<file path="src/rtl/uart_tx_pkg.sv">
// Shared definitions for the 8N1 UART transmitter: frame geometry, FSM encoding
// and the holding-register payload.
package uart_tx_pkg;

    localparam int unsigned UART_BIT_DURATION = 16;
    localparam int unsigned UART_DATA_BITS    = 8;
    localparam int unsigned UART_ETU_WIDTH    = 10;
    localparam int unsigned UART_IDX_WIDTH    = 3;

    typedef enum logic [1:0] {
        TX_IDLE  = 2'd0,
        TX_START = 2'd1,
        TX_DATA  = 2'd2,
        TX_STOP  = 2'd3
    } tx_state_e;

    typedef logic [UART_DATA_BITS-1:0] uart_byte_t;

    typedef struct packed {
        logic       full;
        uart_byte_t data;
    } tx_hold_t;

endpackage

</file>
<file path="src/rtl/uart_etu_counter.sv">
// Elementary-time-unit counter: counts 0..BIT_DURATION-1 and wraps, with a
// registered bit_done flag that is high while the count sits on its last value.
module uart_etu_counter
    import uart_tx_pkg::*;
#(
    parameter int unsigned BIT_DURATION = UART_BIT_DURATION
) (
    input  logic clk,
    input  logic reset,
    input  logic clear,
    output logic bit_done
);

    localparam logic [UART_ETU_WIDTH-1:0] LAST = UART_ETU_WIDTH'(BIT_DURATION - 1);

    logic [UART_ETU_WIDTH-1:0] etu_q, etu_d;
    logic                      bit_done_q, bit_done_d;

    // Flag is computed from the next count so it lines up with etu_q == LAST.
    always_comb begin
        etu_d      = etu_q + UART_ETU_WIDTH'(1);
        if (clear || (etu_q == LAST)) begin
            etu_d = '0;
        end
        bit_done_d = (etu_d == LAST);
    end

    always_ff @(posedge clk or posedge reset) begin
        if (reset) begin
            etu_q      <= '0;
            bit_done_q <= 1'b0;
        end else begin
            etu_q      <= etu_d;
            bit_done_q <= bit_done_d;
        end
    end

    assign bit_done = bit_done_q;

endmodule

</file>
<file path="src/rtl/uart_tx.sv">
// 8N1 UART transmitter with a one-entry holding register that double-buffers
// the shifter, allowing gapless back-to-back frames.
module uart_tx
    import uart_tx_pkg::*;
#(
    parameter int unsigned BIT_DURATION = UART_BIT_DURATION
) (
    input  logic                      clk,
    input  logic                      reset,
    input  logic                      enable,
    input  logic [UART_DATA_BITS-1:0] tx_data,
    input  logic                      tx_valid,
    output logic                      tx_ready,
    output logic                      serial_out,
    output logic                      busy
);

    localparam logic [UART_IDX_WIDTH-1:0] LAST_IDX = UART_IDX_WIDTH'(UART_DATA_BITS - 1);

    tx_state_e                 state_q, state_d;
    tx_hold_t                  hold_q, hold_d;
    uart_byte_t                shift_q, shift_d;
    logic [UART_IDX_WIDTH-1:0] idx_q, idx_d;
    logic                      serial_q, serial_d;
    logic                      busy_q, busy_d;
    logic                      load_c;
    logic                      etu_clear;
    logic                      bit_done;

    // Counter is held at zero while idle so every frame starts on a fresh ETU.
    assign etu_clear = (state_q == TX_IDLE);

    uart_etu_counter #(
        .BIT_DURATION (BIT_DURATION)
    ) u_etu (
        .clk      (clk),
        .reset    (reset),
        .clear    (etu_clear),
        .bit_done (bit_done)
    );

    always_comb begin
        state_d  = state_q;
        hold_d   = hold_q;
        shift_d  = shift_q;
        idx_d    = idx_q;
        serial_d = serial_q;
        load_c   = 1'b0;

        // Accept only into an empty holding register; a full one is never overwritten.
        if (tx_valid && !hold_q.full) begin
            hold_d.full = 1'b1;
            hold_d.data = tx_data;
        end

        case (state_q)
            TX_IDLE: begin
                serial_d = 1'b1;
                if (hold_q.full && enable) begin
                    load_c = 1'b1;
                end
            end
            TX_START: begin
                if (bit_done) begin
                    serial_d = shift_q[0];
                    idx_d    = '0;
                    state_d  = TX_DATA;
                end
            end
            TX_DATA: begin
                if (bit_done) begin
                    if (idx_q == LAST_IDX) begin
                        serial_d = 1'b1;
                        state_d  = TX_STOP;
                    end else begin
                        shift_d  = shift_q >> 1;
                        serial_d = shift_q[1];
                        idx_d    = idx_q + UART_IDX_WIDTH'(1);
                    end
                end
            end
            TX_STOP: begin
                if (bit_done) begin
                    if (hold_q.full && enable) begin
                        load_c = 1'b1;
                    end else begin
                        state_d = TX_IDLE;
                    end
                end
            end
            default: begin
                state_d  = TX_IDLE;
                serial_d = 1'b1;
            end
        endcase

        // Moving the held byte into the shifter starts a frame (load and accept are exclusive).
        if (load_c) begin
            shift_d     = hold_q.data;
            hold_d.full = 1'b0;
            serial_d    = 1'b0;
            state_d     = TX_START;
        end

        busy_d = (state_d != TX_IDLE);
    end

    always_ff @(posedge clk or posedge reset) begin
        if (reset) begin
            state_q  <= TX_IDLE;
            hold_q   <= '0;
            shift_q  <= '0;
            idx_q    <= '0;
            serial_q <= 1'b1;
            busy_q   <= 1'b0;
        end else begin
            state_q  <= state_d;
            hold_q   <= hold_d;
            shift_q  <= shift_d;
            idx_q    <= idx_d;
            serial_q <= serial_d;
            busy_q   <= busy_d;
        end
    end

    assign tx_ready   = ~hold_q.full;
    assign serial_out = serial_q;
    assign busy       = busy_q;

endmodule

</file>
<file path="config.mk">
export PLATFORM = sky130hd
export DESIGN_NAME = uart_tx
export DESIGN_NICKNAME = d
export VERILOG_FILES = /design/src/rtl/uart_tx_pkg.sv /design/src/rtl/uart_etu_counter.sv /design/src/rtl/uart_tx.sv
export SDC_FILE = /design/constraint.sdc
export NUM_CORES = 1
export LEC_CHECK = 0
export ABC_CLOCK_PERIOD_IN_PS = 1800
export CELL_PAD_IN_SITES_DETAIL_PLACEMENT = 1
export CELL_PAD_IN_SITES_GLOBAL_PLACEMENT = 1
export CORE_ASPECT_RATIO = 1.25
export CORE_UTILIZATION = 41
export CTS_BUF_LIST = sky130_fd_sc_hd__clkbuf_16
export CTS_CLUSTER_SIZE = 40
export DETAILED_ROUTE_END_ITERATION = 10
export PLACE_DENSITY = 0.77
export SYNTH_ARGS = -nofsm -noshare
export SYNTH_HDL_FRONTEND = slang
export SYNTH_HIERARCHICAL = 1
export SYNTH_SLANG_ARGS = --single-unit
</file>
<file path="constraint.sdc">
create_clock -name clk -period 1.8 [get_ports clk]
set_clock_uncertainty 0.2 [all_clocks]
set_input_delay 0.27 -clock clk [delete_from_list [all_inputs] [get_ports clk]]
set_output_delay 0.27 -clock clk [all_outputs]
set_load 0.02 [all_outputs]
</file>
* Yosys cells after proc, flatten, opt, wreduce, memory -nomap -nowiden
Cells that the tools add are included.
W data, S select, Z words.
** Word-level totals
- Bits in registers :: 35
- Latch bits :: 0
- RAM bits :: 0
- ROM bits :: 0
- Bits of input ports :: 12
- Output and inout port bits :: 3
- Logic and storage cells :: 64
- Memories kept :: 0
** Cells by class
- $add $sub $neg :: 2
- Multipliers :: 0
- Divide/modulo/power cells :: 0
- Magnitude comparators :: 0
- Equality and inequality tests :: 12
- Shift-type cells :: 0
- Multiplexer cells :: 26
- Bitwise logic cells :: 1
- Reduce and logical (&&, ||, !) cells :: 14
** Operators with widths (count)
- $mux W8 :: 4
- $eq A10 B4 Y1 const B :: 2
- $mux W2 :: 6
- $add A10 B1 Y10 const B :: 1
- $mux W10 :: 1
- $reduce_bool A2 Y1 :: 5
- $mux W3 :: 3
- $mux W9 :: 1
- $mux W1 :: 7
- $ne A3 B2 Y1 const B :: 2
- $pmux W2 S3 :: 1
- $pmux W3 S2 :: 1
- $reduce_and A3 Y1 :: 2
- $eq A2 B2 Y1 const B :: 2
- $ne A2 B1 Y1 const B :: 2
- $ne A2 B2 Y1 const B :: 2
- $reduce_and A4 Y1 :: 1
- $reduce_bool A4 Y1 :: 1
- $add A3 B1 Y3 const B :: 1
- $eq A3 B3 Y1 const B :: 1
- $pmux W1 S3 :: 1
- $eq A2 B1 Y1 const B :: 1
- $logic_and A1 B1 Y1 :: 2
- $logic_not A2 Y1 :: 1
- 4 further kinds :: 4

* Depth between registers and ports, before layout
- Depth in word-level cells :: 6
- Mapped depth :: 7
- Mapped depth without buffers :: 6

* Cells and area by module
Netlist, hierarchy kept.
** By module, submodules not included
- uart_tx :: times used 1, cells each 105, area each 1201.2 um2, seq. area each 601.8 um2
- uart_etu_counter :: times used 1, cells each 56, area each 594.3 um2, seq. area each 275.3 um2

* Worst setup path before layout
No wires, ideal clock.
- Kind :: reg2reg
- From :: reg u_etu.etu_q[0]
- To :: reg u_etu.bit_done_q, in the netlist u_etu/bit_done
- Library setup time :: 87 ps
- Arrival time :: 1393 ps
- Data required time :: 1513 ps
- Slack :: 120 ps
- Stages on the path, launching flop included :: 6
- Buffers on the path :: 0
- Period minus slack after synthesis :: 1680 ps
- Cell sequence :: dfrtp_1 > ha_1 > a211o_2 > a21boi_0 > nand4_1 > a211oi_2
** On the way
- Cells in the longest elaborated chain, start to end :: 4
- Elaborated cells between the ends (all ways) :: 5
- Those cells by class :: add/sub: 1; eq/ne: 2; mux: 1; reduce/logical: 1
** RTL lines
- from (decl) :: line uart_etu_counter.sv:16 : logic [UART_ETU_WIDTH-1:0] etu_q, etu_d;
- from (signal assigned) :: line uart_etu_counter.sv:33 : etu_q <= etu_d;
- parallel branches: the longest is 2 deep, another holds $add A10 B1 Y10
- $mux W10 (*) :: line uart_etu_counter.sv:22 : if (clear || (etu_q == LAST)) begin
- $eq A10 B4 Y1 (*) :: line uart_etu_counter.sv:25 : bit_done_d = (etu_d == LAST);
- net u_etu.bit_done_d :: line uart_etu_counter.sv:17 : logic bit_done_q, bit_done_d;
- to (signal assigned) :: line uart_etu_counter.sv:34 : bit_done_q <= bit_done_d;
- to (decl) :: line uart_etu_counter.sv:17
Mark *: on every way through the listed nets, which the timed path passes.
A chain may end at the register's enable or synchronous reset.

* Worst setup path in the final report
- From :: reg u_etu.etu_q[1]
- To :: reg u_etu.bit_done_q, in the netlist u_etu/bit_done
The elaborated chain is that of the path after synthesis.

==> summary.txt <==
STA
  – Maximum clock frequency: 580 MHz
  – Hold violation total from the final report: 0
  – Post-layout minimum cycle time: 1.73 ns
  – # setup viols final: 0
  – Final Cycle Share: 95.8%
  – Final Max Slew Viols: 0
  – Worst-case headroom to the max-slew limit: 70.8%
  – Setup slack after layout: 0.0749 ns
  – Final-layout setup total negative slack: 0 ns
  – Worst-margin pin slew: 0.438 ns
  – Hold slack final: 0.124 ns
  – Unrepaired setup endpoints after global routing: no

Layout
  – Final non-filler cell total: 244
  – Post-layout net count: 207
  – Growth of design area from synthesis to finish: 25.6%
  – Proportion of layout cells with a drive suffix above 1: 26.1%
  – Number of antenna diodes: 0
  – End-of-flow core utilization: 54.6%
  – Non-Filler Cell Area, Final: 2260 um^2
  – Fill cell instance count of the final layout: 461

Route
  – Wire length after detailed routing: 3910 um
  – Routed met1 length: 1600 um
  – Iteration-0 DRC count of the detailed router: 43
  – Wire length per cell after detailed routing: 16.0 um
  – Vias per std cell: 5.31
  – TritonRoute pass-1 iters: 3
  – Highest routed metal layer: met4
  – Residual antenna-violating net count after detailed routing: 0
  – DR vias: 1296
  – Wire length on met3: 103 um
  – Number of DRC violations after detailed routing: 0
  – Routed wl met2: 2170 um

Worst setup path
  – Reg2Reg Setup Slack: 0.07 ns
  – Data required time at the worst endpoint: 1.79 ns
  – R2R depth: 5
  – Launching element type of the critical path: register
  – Critical Path Sink Type: register
  – Critical path class: reg2reg
  – Terminus of the critical flop-to-flop path: u_etu/bit_done
  – Worst flop-to-flop path startpoint: u_etu/etu_q[1]
  – Arrival @ worst endpoint: 1.71 ns
  – Max FO, Critical Path: 4

Floorplanning
  – Ports placed on the boundary: 15
  – Die Width: 61.2 um
  – Num rows: 26
  – Area of the core region: 4130 um^2
  – Die area: 4650 um^2
  – Initial core utilization: 43.5%
  – Die height: 76.0 um

Yosys
  – Xor/xnor share of the synthesized area: 3.90%
  – Gate count after technology mapping: 161
  – Seq/Total Area, Yosys: 48.9%
  – Distinct cell type count of the synthesized netlist: 45
  – Post-synthesis adder-cell area fraction: 5.57%
  – Main combinational cell family by area after synthesis: simple AND/OR/NAND/NOR gates
  – Netlist Area Pre-Place: 1800 um^2
  – Post-synthesis register bit count: 35
  – Fraction of synthesized area in multiplexers: 10.9%
  – Number of warnings reported in the yosys synthesis log: 6
  – Post-synthesis simple-gate area fraction: 15.8%
  – Number of enable flip-flop cells after synthesis: 0
  – Synthesized area per cell: 11.2 um^2
  – Synthesized Nets: 181
  – Synth Flop Type: sky130_fd_sc_hd__dfrtp_1
  – Complex-gate fraction of the synthesized area: 11.1%
  – Async S/R FF share, synth: 100%

Clock network
  – Clock buffer depth: 2
  – Clock transition at the registers of the reported paths: 0.05 ns
  – Number of buffers inserted during clock tree synthesis: 5
  – Post-cts hold buffer count: 0
  – # H-tree levels: 2
  – TritonCTS clock tree: done
  – Root buffer cell: sky130_fd_sc_hd__clkbuf_16
  – Worst-skew pair later-pin latency: 0.28 ns
  – CTS sink cnt: 35

Power
  – Worst supply voltage drop on vdd: 0.527 mV
  – Total chip power: 1.83 mW
  – Ratio of total power to cell area: 809 nW/um^2
  – Leakage Power: 1.01 nW

Place
  – DPL Wire Length: 2900 um
  – Worst-case setup slack after placement: -0.0950 ns
  – Placed instance area: 2030 um^2
  – Last weighted congestion value of the routability-driven placer: 0.787
  – PortBufs: 14
  – Number of cells after detailed placement: 234

Hold path
  – Worst min-delay path category: in2async

GRT
  – Remaining Overflow, GRT: 0
  – Overall Global Routing Usage: 19.1%
  – Pin count of the biggest net entering global routing: 25
  – Vias in the first global route: 1395
  – Initial antenna violation count: 0
  – Global-route wire length before repair: 6580 um

Run
  – Number of maximum-capacitance constraint violations: 0

Outcome
  – Status: complete, no violations
==> placed cells by master (no fill, tap or decap), drive strengths merged, types with 2 or more instances in the layout <==
cell | netlist | routed
a22o | 5 | 5
a21oi | 3 | 3
ha | 8 | 8
buf | 4 | 10
dfrtp | 34 | 34
nor2b | 3 | 3
o21ai | 11 | 11
xor2 | 5 | 5
a211o | 2 | 2
nand4 | 3 | 3
inv | 8 | 8
nor3 | 2 | 2
dlygate4sd2 | 0 | 2
and3 | 2 | 2
clkinv | 0 | 2
mux2i | 8 | 8
clkbuf | 1 | 5
mux2 | 10 | 10
a21boi | 2 | 2
xnor2 | 3 | 3
nor2 | 15 | 15
nor4 | 2 | 2
nand3 | 6 | 6
nand2 | 14 | 14
and4 | 2 | 2
clkdlybuf4s50 | 0 | 12
==> Yosys cell counts, types with 2 or more instances <==
cell	count	area share, %
sky130_fd_sc_hd__dfrtp_1	34	47
sky130_fd_sc_hd__nor2_1	15	3.1
sky130_fd_sc_hd__nand2_1	13	2.7
sky130_fd_sc_hd__o21ai_0	10	2.8
sky130_fd_sc_hd__mux2_2	9	5.6
sky130_fd_sc_hd__ha_1	8	5.6
sky130_fd_sc_hd__mux2i_1	8	4.5
sky130_fd_sc_hd__inv_1	7	1.5
sky130_fd_sc_hd__nand3_1	5	1.4
sky130_fd_sc_hd__xor2_1	5	2.4
sky130_fd_sc_hd__a21oi_1	3	0.84
sky130_fd_sc_hd__a22o_1	3	1.5
sky130_fd_sc_hd__nand4_1	3	1.0
sky130_fd_sc_hd__xnor2_1	3	1.5
sky130_fd_sc_hd__a22o_2	2	1.1
sky130_fd_sc_hd__buf_2	2	0.56
sky130_fd_sc_hd__buf_4	2	0.84
sky130_fd_sc_hd__nor2b_1	2	0.70
==> kinds of logic after synthesis <==
group                      count (synthesis)
and+or+nand+nor                           51
DFF                                       35
AOI/OAI and AO/OA                         28
muxes                                     18
buffers and inverters                     13
xor gates and xnor gates                   8
adders and majority gates                  8
==> state kept, by name, summed over array words and instances, names as in the netlist <==
signal          cells
busy                1
hold_q              9
idx_q               3
serial_out          1
shift_q             8
state_q             2
u_etu/bit_done      1
u_etu/etu_q        10
==> timing repair <==
action	4_1_cts	5_1_grt
setup buffers	1	0
cloned	0	1
setup endpoints to repair	12	12
pin swaps	0	1
gates resized for setup	6	13
==> routing by layer <==
layer	up-vias	global-route usage, %
li1	620	-
met2	14	33.0
met1	657	22.1
met3	5	4.92
met4	0	6.14
met5	-	0
==> power by group <==
part	switching, mW	internal [mW]
Combinational	0.0248	0.0381
Clock	0.298	0.644
Sequential	0.0110	0.809
==> worst max-delay path, cell delays in order (launching register included) <==
cell and delay, ns:
sky130_fd_sc_hd__dfrtp_1 0.42, sky130_fd_sc_hd__ha_4 0.19, sky130_fd_sc_hd__a211o_2 0.33, sky130_fd_sc_hd__a21boi_1 0.16, sky130_fd_sc_hd__nand4_1 0.12, sky130_fd_sc_hd__a211oi_2 0.21
==> worst max path at each step <==
| stage | start | endpoint | slack, ns | cells after the start |
|---|---|---|---|---|
| global placement | idx_q[0] | shift_q[4] | 0.05 | 6 |
| detailed placement | idx_q[0] | shift_q[3] | -0.09 | 6 |
| finish | u_etu/etu_q[1] | u_etu/bit_done | 0.07 | 5 |
| CTS | u_etu/etu_q[1] | u_etu/bit_done | 0.01 | 5 |
| global route | idx_q[0] | shift_q[4] | 0.002 | 6 |
| floorplan | u_etu/etu_q[0] | u_etu/bit_done | 0.12 | 5 |
==> cell type report <==
| cell class | instances | area [um^2] | area share [%] |
|---|---|---|---|
| sequential | 35 | 877 | 38.9 |
| clock buffer | 5 | 125 | 5.55 |
| inverter | 8 | 30.0 | 1.33 |
| multi-input combinational | 113 | 895 | 39.7 |
| timing repair buffer | 24 | 220 | 9.76 |
| tap | 56 | 70.1 | 3.11 |
| clock inverter | 3 | 38.8 | 1.72 |
(Power assumes the default switching activity.)
